===== config.mk =====
export PLATFORM = sky130hd
export DESIGN_NAME = ysyx_25040111_mem_arbiter
export DESIGN_NICKNAME = d
export VERILOG_FILES = /design/src/rtl/ysyx_25040111_mem_arbiter_pkg.sv /design/src/rtl/ysyx_25040111_rr_pick.sv /design/src/rtl/ysyx_25040111_mem_arbiter.sv
export SDC_FILE = /design/constraint.sdc
export NUM_CORES = 1
export LEC_CHECK = 0
export CAP_MARGIN = 40
export CORE_AREA = 2 2 114 116
export DETAILED_ROUTE_END_ITERATION = 8
export DIE_AREA = 0 0 116 118
export SYNTH_ARGS = -nofsm -noshare
export SYNTH_HDL_FRONTEND = slang
export SYNTH_SLANG_ARGS = --single-unit

===== constraint.sdc =====
create_clock -name clock -period 1.9 [get_ports clock]
set_input_delay 0.38 -clock clock [delete_from_list [all_inputs] [get_ports clock]]
set_output_delay 0.38 -clock clock [all_outputs]
set_load 0.03 [all_outputs]

===== src/rtl/ysyx_25040111_mem_arbiter_pkg.sv =====
// Shared types and constants for the two-master memory arbiter.
// Arbiter states, master identifiers and the default burst-length width.
package ysyx_25040111_mem_arbiter_pkg;

  typedef enum logic [1:0] {
    IDLE  = 2'd0,
    GNT_C = 2'd1,
    GNT_L = 2'd2
  } arb_state_e;

  localparam logic MST_C = 1'b0;
  localparam logic MST_L = 1'b1;

  localparam int LEN_W_DEFAULT = 8;

endpackage


===== src/rtl/ysyx_25040111_rr_pick.sv =====
// Two-way round-robin selector.
// Bit 0 is the I-cache and bit 1 is the LSU; on contention the master that was not granted last wins.
module ysyx_25040111_rr_pick
  import ysyx_25040111_mem_arbiter_pkg::*;
(
  input  logic [1:0] req_i,
  input  logic       last_i,
  output logic [1:0] gnt_o
);

  always_comb begin
    gnt_o = req_i;
    if (req_i == 2'b11) begin
      gnt_o = (last_i == MST_L) ? 2'b01 : 2'b10;
    end
  end

endmodule


===== src/rtl/ysyx_25040111_mem_arbiter.sv =====
// Shares one memory master port between the I-cache refill engine and the LSU.
// Whole transactions are granted; beats are counted to find the end of a burst.
module ysyx_25040111_mem_arbiter
  import ysyx_25040111_mem_arbiter_pkg::*;
#(
  parameter int LEN_W = LEN_W_DEFAULT
) (
  input  logic             clock,
  input  logic             reset,
  input  logic             c_valid,
  input  logic [31:0]      c_addr,
  input  logic [LEN_W-1:0] c_len,
  input  logic             c_burst,
  output logic             c_ready,
  output logic [31:0]      c_data,
  input  logic             l_valid,
  input  logic             l_wen,
  input  logic [31:0]      l_addr,
  input  logic [31:0]      l_wdata,
  input  logic [3:0]       l_wmask,
  output logic             l_ready,
  output logic [31:0]      l_rdata,
  output logic             m_valid,
  output logic [31:0]      m_addr,
  output logic [LEN_W-1:0] m_len,
  output logic             m_burst,
  output logic             m_wen,
  output logic [31:0]      m_wdata,
  output logic [3:0]       m_wmask,
  input  logic             m_ready,
  input  logic [31:0]      m_rdata,
  input  logic             m_err,
  output logic             err
);

  arb_state_e       state_q;
  logic             last_q;
  logic [LEN_W-1:0] beat_left_q;
  logic [1:0]       gnt;
  logic             gnt_c;
  logic             gnt_l;

  ysyx_25040111_rr_pick u_rr_pick (
    .req_i  ({l_valid, c_valid}),
    .last_i (last_q),
    .gnt_o  (gnt)
  );

  assign gnt_c = (state_q == GNT_C);
  assign gnt_l = (state_q == GNT_L);

  // Arbitration only happens in IDLE, which also gives the bubble after every transaction.
  always_ff @(posedge clock) begin
    if (reset) begin
      state_q     <= IDLE;
      last_q      <= MST_L;
      beat_left_q <= '0;
    end else begin
      case (state_q)
        IDLE: begin
          if (gnt[0]) begin
            state_q     <= GNT_C;
            last_q      <= MST_C;
            beat_left_q <= c_len;
          end else if (gnt[1]) begin
            state_q     <= GNT_L;
            last_q      <= MST_L;
            beat_left_q <= '0;
          end
        end
        GNT_C, GNT_L: begin
          if (m_err) begin
            state_q     <= IDLE;
            beat_left_q <= '0;
          end else if (m_ready) begin
            if (beat_left_q == '0) begin
              state_q <= IDLE;
            end else begin
              beat_left_q <= beat_left_q - {{(LEN_W-1){1'b0}}, 1'b1};
            end
          end
        end
        default: begin
          state_q     <= IDLE;
          beat_left_q <= '0;
        end
      endcase
    end
  end

  // The memory request is a plain mux of the granted master; everything is zero in IDLE.
  always_comb begin
    m_valid = 1'b0;
    m_addr  = '0;
    m_len   = '0;
    m_burst = 1'b0;
    m_wen   = 1'b0;
    m_wdata = '0;
    m_wmask = '0;
    if (gnt_c) begin
      m_valid = c_valid;
      m_addr  = c_addr;
      m_len   = c_len;
      m_burst = c_burst;
    end else if (gnt_l) begin
      m_valid = l_valid;
      m_addr  = l_addr;
      m_wen   = l_wen;
      m_wdata = l_wdata;
      m_wmask = l_wmask;
    end
  end

  // An error in the same cycle as a beat suppresses that beat's ready.
  assign c_ready = m_ready & ~m_err & gnt_c;
  assign l_ready = m_ready & ~m_err & gnt_l;
  assign err     = m_err & (gnt_c | gnt_l);
  assign c_data  = m_rdata;
  assign l_rdata = m_rdata;

endmodule


==> impl_metrics.csv, run 1 <==
group,metric,value,unit
route,avgRoutedWirePerCell,15.65,um
logic_synthesis,yosys.area.top_type_share,25.05,%
logic_synthesis,synth.distinct_cells,44,
sta,fin_ws,-78.49,ps
final_layout,layout.cells.non_filler,573,
floorplan,coreArea,12410,sq um
logic_synthesis,synth.avg_cell_area,7.703,sq um
global_route,antenna_found_initial,0,
logic_synthesis,synth_top_area_cell,"buf_4",
floorplan,initial_utilization,15.45,%
floorplan,dieArea,13690,sq um
sta,timing.final.crit_share,104.1,%
final_layout,antennaDiodeCount,0,
floorplan,die_h,118,um
floorplan,rows,41,
route,wl,8.968,mm
sta,fmax,505.4,MHz
sta,finClkSkew,7.200,ps
sta,finalHoldViolCount,0,
logic_synthesis,syn-cell-area,1918,sq um
run_status,violations,"setup timing",
final_layout,multiInputGateArea,1329,sq um
placed_design,port_buffers,197,
logic_synthesis,ys_ff_latch,11,
global_route,grt_overflow,0,
floorplan,die_w,116,um
clock_network,cts_made_buffers,3,
logic_synthesis,syn_nets,402,
logic_synthesis,ys_warn_count,0,
worst_setup_path,end_kind,"output port",
run,drv_cap,0,
clock_network,htree_levels,1,
power,power,3.505,mW
logic_synthesis,synth.top_cells.by_area,"buf_4 (25%), and2_1 (15%), a22o_1 (15%), dfxtp_1 (11%), ha_1 (3.3%)",
route,drt_pass1_iterations,4,
clock_network,clk_pin_slew,40,ps
final_layout,regArea,227.7,sq um
final_layout,drive_gt1_share,45.39,%
logic_synthesis,async_flop_share,0,%
final_layout,layout_commonest_cell,"clkdlybuf4s50_1",
global_route,grt_pass1_wl,12.60,mm
clock_network,cts_tree,"built",
route,vias,2405,
final_layout,syn2layout_area_growth,130.3,%
power,p_leak,1.867,nW
worst_setup_path,critPathKind,"reg -> out",
global_route,grtUsageTotal,11.63,%
global_route,grt_pass1_vias,2350,
placed_design,dpl.cell_count,555,
clock_network,postCtsHoldBufs,0,
placed_design,place_congestion,0.8930,
floorplan,io-pin-count,294,
sta,fin_crit,1978,ps
final_layout,layout_common_cells,"clkdlybuf4s50_1 (115), buf_6 (63), and2_4 (29)",
route,vias_per_cell,4.197,
final_layout,layout.nets,555,
power,power.density,793.5,nW/um^2
clock_network,clock_latency,240,ps
placed_design,dp_hpwl,6.437,mm
sta,slew_viol_final,0,
final_layout,nFillCells,1275,
route,drc,0,
clock_network,clock_path_buffers,2,
sta,worstMarginPinSlew,324.0,ps
route,ant_nets,0,
sta,setup_viol,69,
route,drt_iter0_markers,134,
worst_setup_path,worst-path-max-fanout,8,
logic_synthesis,synthFlopType,"dfxtp_1",
sta,rsz0062_at_grt,"yes",
run_status,outcome,"finished with violations",
global_route,grt_max_degree,45,
worst_setup_path,crit_required,1520,ps
clock_network,cts-root-buf,"clkbuf_16",
logic_synthesis,synth_edf_count,0,
hold_path,hold_class,"reg -> reg",
logic_synthesis,ys_seq_area_share,11.48,%
clock_network,clkSinkCount,11,
logic_synthesis,postSynthCellCount,249,
sta,relSlewSlack,78.37,%
worst_setup_path,critPathArrivalTime,1600,ps
power,ir_drop,0.0002730,V
worst_setup_path,startpoint_type,"register",
-- metrics by stage --
stage	setup TNS [ps]	setup slack, ps	hold WS (ps)	utilization (%)	area [sq um]
CTS	-2738	-97.61	539.5	33.94	4214
detailed placement	-246.4	-83.32	517.0	29.77	3696
floorplan	-538.3	-53.83	449.1	-	1946
finish	-2184	-78.49	534.2	35.58	4417
global placement	-123.0	-38.57	504.4	29.77	3696
global route	-5677	-109.7	557.5	35.58	4417
-- routing by layer --
metal	track usage, %	up-vias	part of all wire [%]
li1	-	1128	-
met1	13.14	1138	37
met2	21.27	119	53
met3	3.399	20	8.8
met4	2.455	0	0.97
met5	0	-	0
-- cells by family (layout without fill, tap and decap cells) --
logic type / after synthesis / count (layout) / synth area share, %
AOI/OAI and AO/OA: 62 / 62 / 25.96
xor gates and xnor gates: 3 / 3 / 1.370
adders and majority gates: 5 / 5 / 3.262
DFF: 11 / 11 / 11.48
buffers and inverters: 83 / 235 / 28.96
and+or+nand+nor: 85 / 85 / 28.96
-- cell usage after synthesis, types with 2 or more instances --
cell / instances
o2bb2ai_1: 4
nand4_1: 2
clkbuf_1: 11
buf_2: 2
nand2_1: 5
a22o_1: 32
a22oi_1: 3
nor2_1: 3
nor3b_1: 2
and3_1: 2
nand2b_1: 2
and2_1: 47
inv_1: 5
ha_1: 5
nand3_1: 6
dfxtp_1: 11
nor2b_1: 2
o21ai_0: 6
o211ai_1: 4
xor2_1: 2
buf_4: 64
a21oi_1: 5
and3b_1: 2
nand4b_1: 2
-- where the power goes --
group	internal, mW	switching [mW]
Clock	0.280	0.114
Sequential	0.282	0.0814
Combinational	1.46	1.29
-- critical path: stages, from the launching register on --
cell       delay [ps]
dfxtp_4           370
inv_4              40
ha_4              150
nor2b_4           130
buf_12            140
clkbuf_16         160
a22o_2            230
buf_6             140
-- flip-flops by register name, summed over array words and instances (netlist names) --
signal       flops
state_q          2
last_q           1
beat_left_q      8
-- repair_timing --
item / in CTS / in global routing
buffers inserted: 7 / 2
pin swaps: 10 / 5
hold endpoints to repair: 0 / 0
gates cloned: 3 / 4
gates resized for setup: 90 / 30
setup endpoints to repair: 70 / 73
-- path summary, 6_finish.rpt --
check        startpoint  slack (ps)  depth (start not counted)        endpoint
max reg2reg  state_q[0]          90                          8  beat_left_q[6]
max          state_q[0]         -80                          7      m_addr[23]
min reg2reg      last_q         530                          2          last_q
min              last_q         530                          2          last_q
-- cell type report --
cell class              count  area share (%)
multi-input cells         155           30.08
well taps                 172           4.873
clock buffers               3           1.700
inverters                   5          0.5382
repair buffers            226           57.54
clock inverters             1          0.1133
flip-flops and latches     11           5.156
(Power assumes the default switching activity.)
==> inputs of run 2 (changes only) <==
Settings changed: ABC_AREA set to 1, CORE_AREA 2 2 114 116 to 2 2 116 118, DIE_AREA 0 0 116 118 to 0 0 118 120, TNS_END_PERCENT set to 20.
==> impl_metrics.csv, run 2 <==
group,metric,value,unit
logic_synthesis,synth.distinct_cells,26,
sta,relSlewSlack,54.22,%
hold_path,hold_class,"reg -> reg",
final_layout,layout_common_cells,"nand2_1 (153), clkdlybuf4s50_1 (115), buf_4 (78)",
logic_synthesis,synthAdderAreaFrac,2.910,%
logic_synthesis,syn_nets,562,
placed_design,place_congestion,0.8167,
route,vias_per_cell,3.971,
placed_design,dp_hpwl,7.342,mm
floorplan,rows,42,
worst_setup_path,critPathBufInv,4,
logic_synthesis,synth.avg_cell_area,5.256,sq um
sta,timing.final.crit_share,98.54,%
worst_setup_path,slowest_stage,"dfxtp_4",
worst_setup_path,crit_family,"buffers and inverters",
logic_synthesis,netlist_top_cells_count,"nand2_1 (154), buf_4 (64), nor2_1 (50), nand3_1 (43), inv_1 (28)",
sta,setup_viol,0,
sta,finalHoldViolCount,0,
global_route,antenna_found_initial,0,
logic_synthesis,postSynthCellCount,409,
floorplan,coreArea,12980,sq um
worst_setup_path,critPathArrivalTime,1490,ps
global_route,grt_overflow,0,
run,drv_cap,0,
clock_network,clkSinkCount,11,
logic_synthesis,synth_top_family_by_area,"simple AND/OR/NAND/NOR gates",
logic_synthesis,synth_top_area_cell,"nand2_1",
clock_network,htree_levels,1,
worst_setup_path,critPathKind,"reg -> out",
logic_synthesis,synthFlopType,"dfxtp_1",
clock_network,cts-root-buf,"clkbuf_16",
global_route,grt_max_degree,41,
sta,finClkSkew,4.470,ps
clock_network,postCtsHoldBufs,0,
logic_synthesis,synth_edf_count,0,
logic_synthesis,synthMuxAreaShare,0,%
worst_setup_path,r2r_start,"state_q[1]",
final_layout,syn2layout_area_growth,93.07,%
sta,rsz0062_at_grt,"yes",
logic_synthesis,syn-cell-area,2150,sq um
worst_setup_path,worst-path-max-fanout,10,
route,drc,0,
logic_synthesis,synth.top_cells.by_area,"nand2_1 (27%), buf_4 (22%), dfxtp_1 (10%), nand3_1 (10%), nor2_1 (8.7%)",
power,p_leak,2.061,nW
logic_synthesis,yosys.area.top_type_share,26.89,%
worst_setup_path,startpoint_type,"register",
sta,holdWs,475.2,ps
sta,slew_viol_final,0,
logic_synthesis,synth_compound_area_share,4.598,%
floorplan,dieArea,14160,sq um
sta,fmax,534.1,MHz
global_route,grtUsageTotal,11.43,%
worst_setup_path,end_kind,"output port",
final_layout,nFillCells,1423,
hold_path,hp-start,"last_q",
logic_synthesis,synthSimpleGateAreaFrac,50.06,%
final_layout,largest_register,"beat_left_q",
floorplan,die_h,120,um
clock_network,cts_made_buffers,3,
clock_network,clk_pin_slew,40,ps
clock_network,clock_latency,240,ps
run_status,outcome,"complete, no violations",
sta,worstMarginPinSlew,682.9,ps
global_route,grt_pass1_vias,2642,
final_layout,antennaDiodeCount,0,
logic_synthesis,synth.most_common_cell,"nand2_1",
worst_setup_path,critical_path.cell_chain,"inv_4 -> ha_4 -> buf_12 -> clkbuf_16 -> nand3_1 -> nand2_1 -> buf_4",
clock_network,cts_tree,"built",
worst_setup_path,rrSetupSlack,150,ps
logic_synthesis,ys_ff_latch,11,
power,ir_drop,0.0004335,V
route,drt_pass1_iterations,4,
logic_synthesis,ys_warn_count,0,
final_layout,largest_reg_flops,8,
final_layout,final_area,4150,sq um
route,avgRoutedWirePerCell,13.60,um
floorplan,die_w,118,um
final_layout,layout.nets,699,
floorplan,io-pin-count,294,
logic_synthesis,ys_seq_area_share,10.24,%
route,wl,9.809,mm
clock_network,clock_path_buffers,2,
final_layout,drive_gt1_share,23.49,%
sta,fin_crit,1872,ps
worst_setup_path,cp-startpoint,"state_q[0]",
final_layout,top_regs,"beat_left_q x8, state_q x2, last_q x1",
final_layout,layout_commonest_cell,"nand2_1",
floorplan,initial_utilization,16.56,%
logic_synthesis,async_flop_share,0,%
global_route,grt_pass1_wl,13.20,mm
worst_setup_path,crit_required,1520,ps
power,power.density,1449,nW/um^2
power,power,6.012,mW
route,ant_nets,0,
worst_setup_path,slowest_delay,380,ps
placed_design,port_buffers,197,
placed_design,place_area,3787,sq um
sta,fin_setup_tns,0,ps
logic_synthesis,yosys.area_share.xor_xnor,0.4075,%
route,drt_iter0_markers,113,
route,vias,2863,
final_layout,final_util,31.97,%
-- run 2: final timing paths --
path	end	cells after the start
min	last_q	2
max reg2reg	beat_left_q[5]	8
min reg2reg	last_q	2
max	m_addr[15]	7
-- run 2: cell families (layout without fill, tap and decap cells) --
| kind of cell | Yosys count | in the layout |
|---|---|---|
| AND/OR/NAND/NOR | 256 | 256 |
| AO/OA/AOI/OAI | 19 | 19 |
| adder cells (fa/ha/maj) | 5 | 5 |
| flip-flops | 11 | 11 |
| XOR/XNOR | 1 | 1 |
| buffers and inverters | 117 | 253 |
-- run 2: area by class of cell --
class | count | area (sq um) | share of cell area, %
Inverter | 32 | 128.9 | 3.105
Multi-Input combinational cell | 281 | 1300 | 31.32
Timing Repair Buffer | 217 | 2195 | 52.88
Clock buffer | 4 | 78.83 | 1.899
Sequential cell | 11 | 227.7 | 5.487
Tap cell | 176 | 220.2 | 5.306
-- run 2: what timing repair did --
action | CTS | global route
setup endpoints to repair | 38 | 41
pin swaps | 1 | 2
setup buffers | 0 | 3
gates resized for setup | 14 | 14
endpoints found under the hold margin | 0 | 0
cloned | 0 | 7
-- run 2: metal layers --
layer,global-route usage (%),part of all wire (%),wire length (um),up-vias
met4,2.410,1.1,104,0
met2,21.55,52,5125,144
met1,12.65,39,3831,1252
met3,3.327,7.6,748,9
li1,-,-,-,1458
met5,0,0,0,-
-- run 2: worst register-to-register path, delay by kind of cell, from the launching register on --
family / cells / cell delay, ps
simple gates: 4 / 860
compound gates: 1 / 130
fa+ha+maj: 1 / 180
buf+inv: 2 / 150
flops: 1 / 360
-- run 2: power breakdown --
part           switching [mW]  internal (mW)
combinational            3.05           2.13
sequential              0.110          0.333
clock                   0.113          0.283
total                    3.27           2.74
-- run 2: through the flow --
stage | cells | worst slack [ps]
2_1_floorplan | 409 | 0.08304
3_3_place_gp | 708 | -4.778
3_5_place_dp | 708 | -87.52
4_1_cts | 712 | 2.515
5_1_grt | 721 | -12.78
6_report | 721 | 27.73
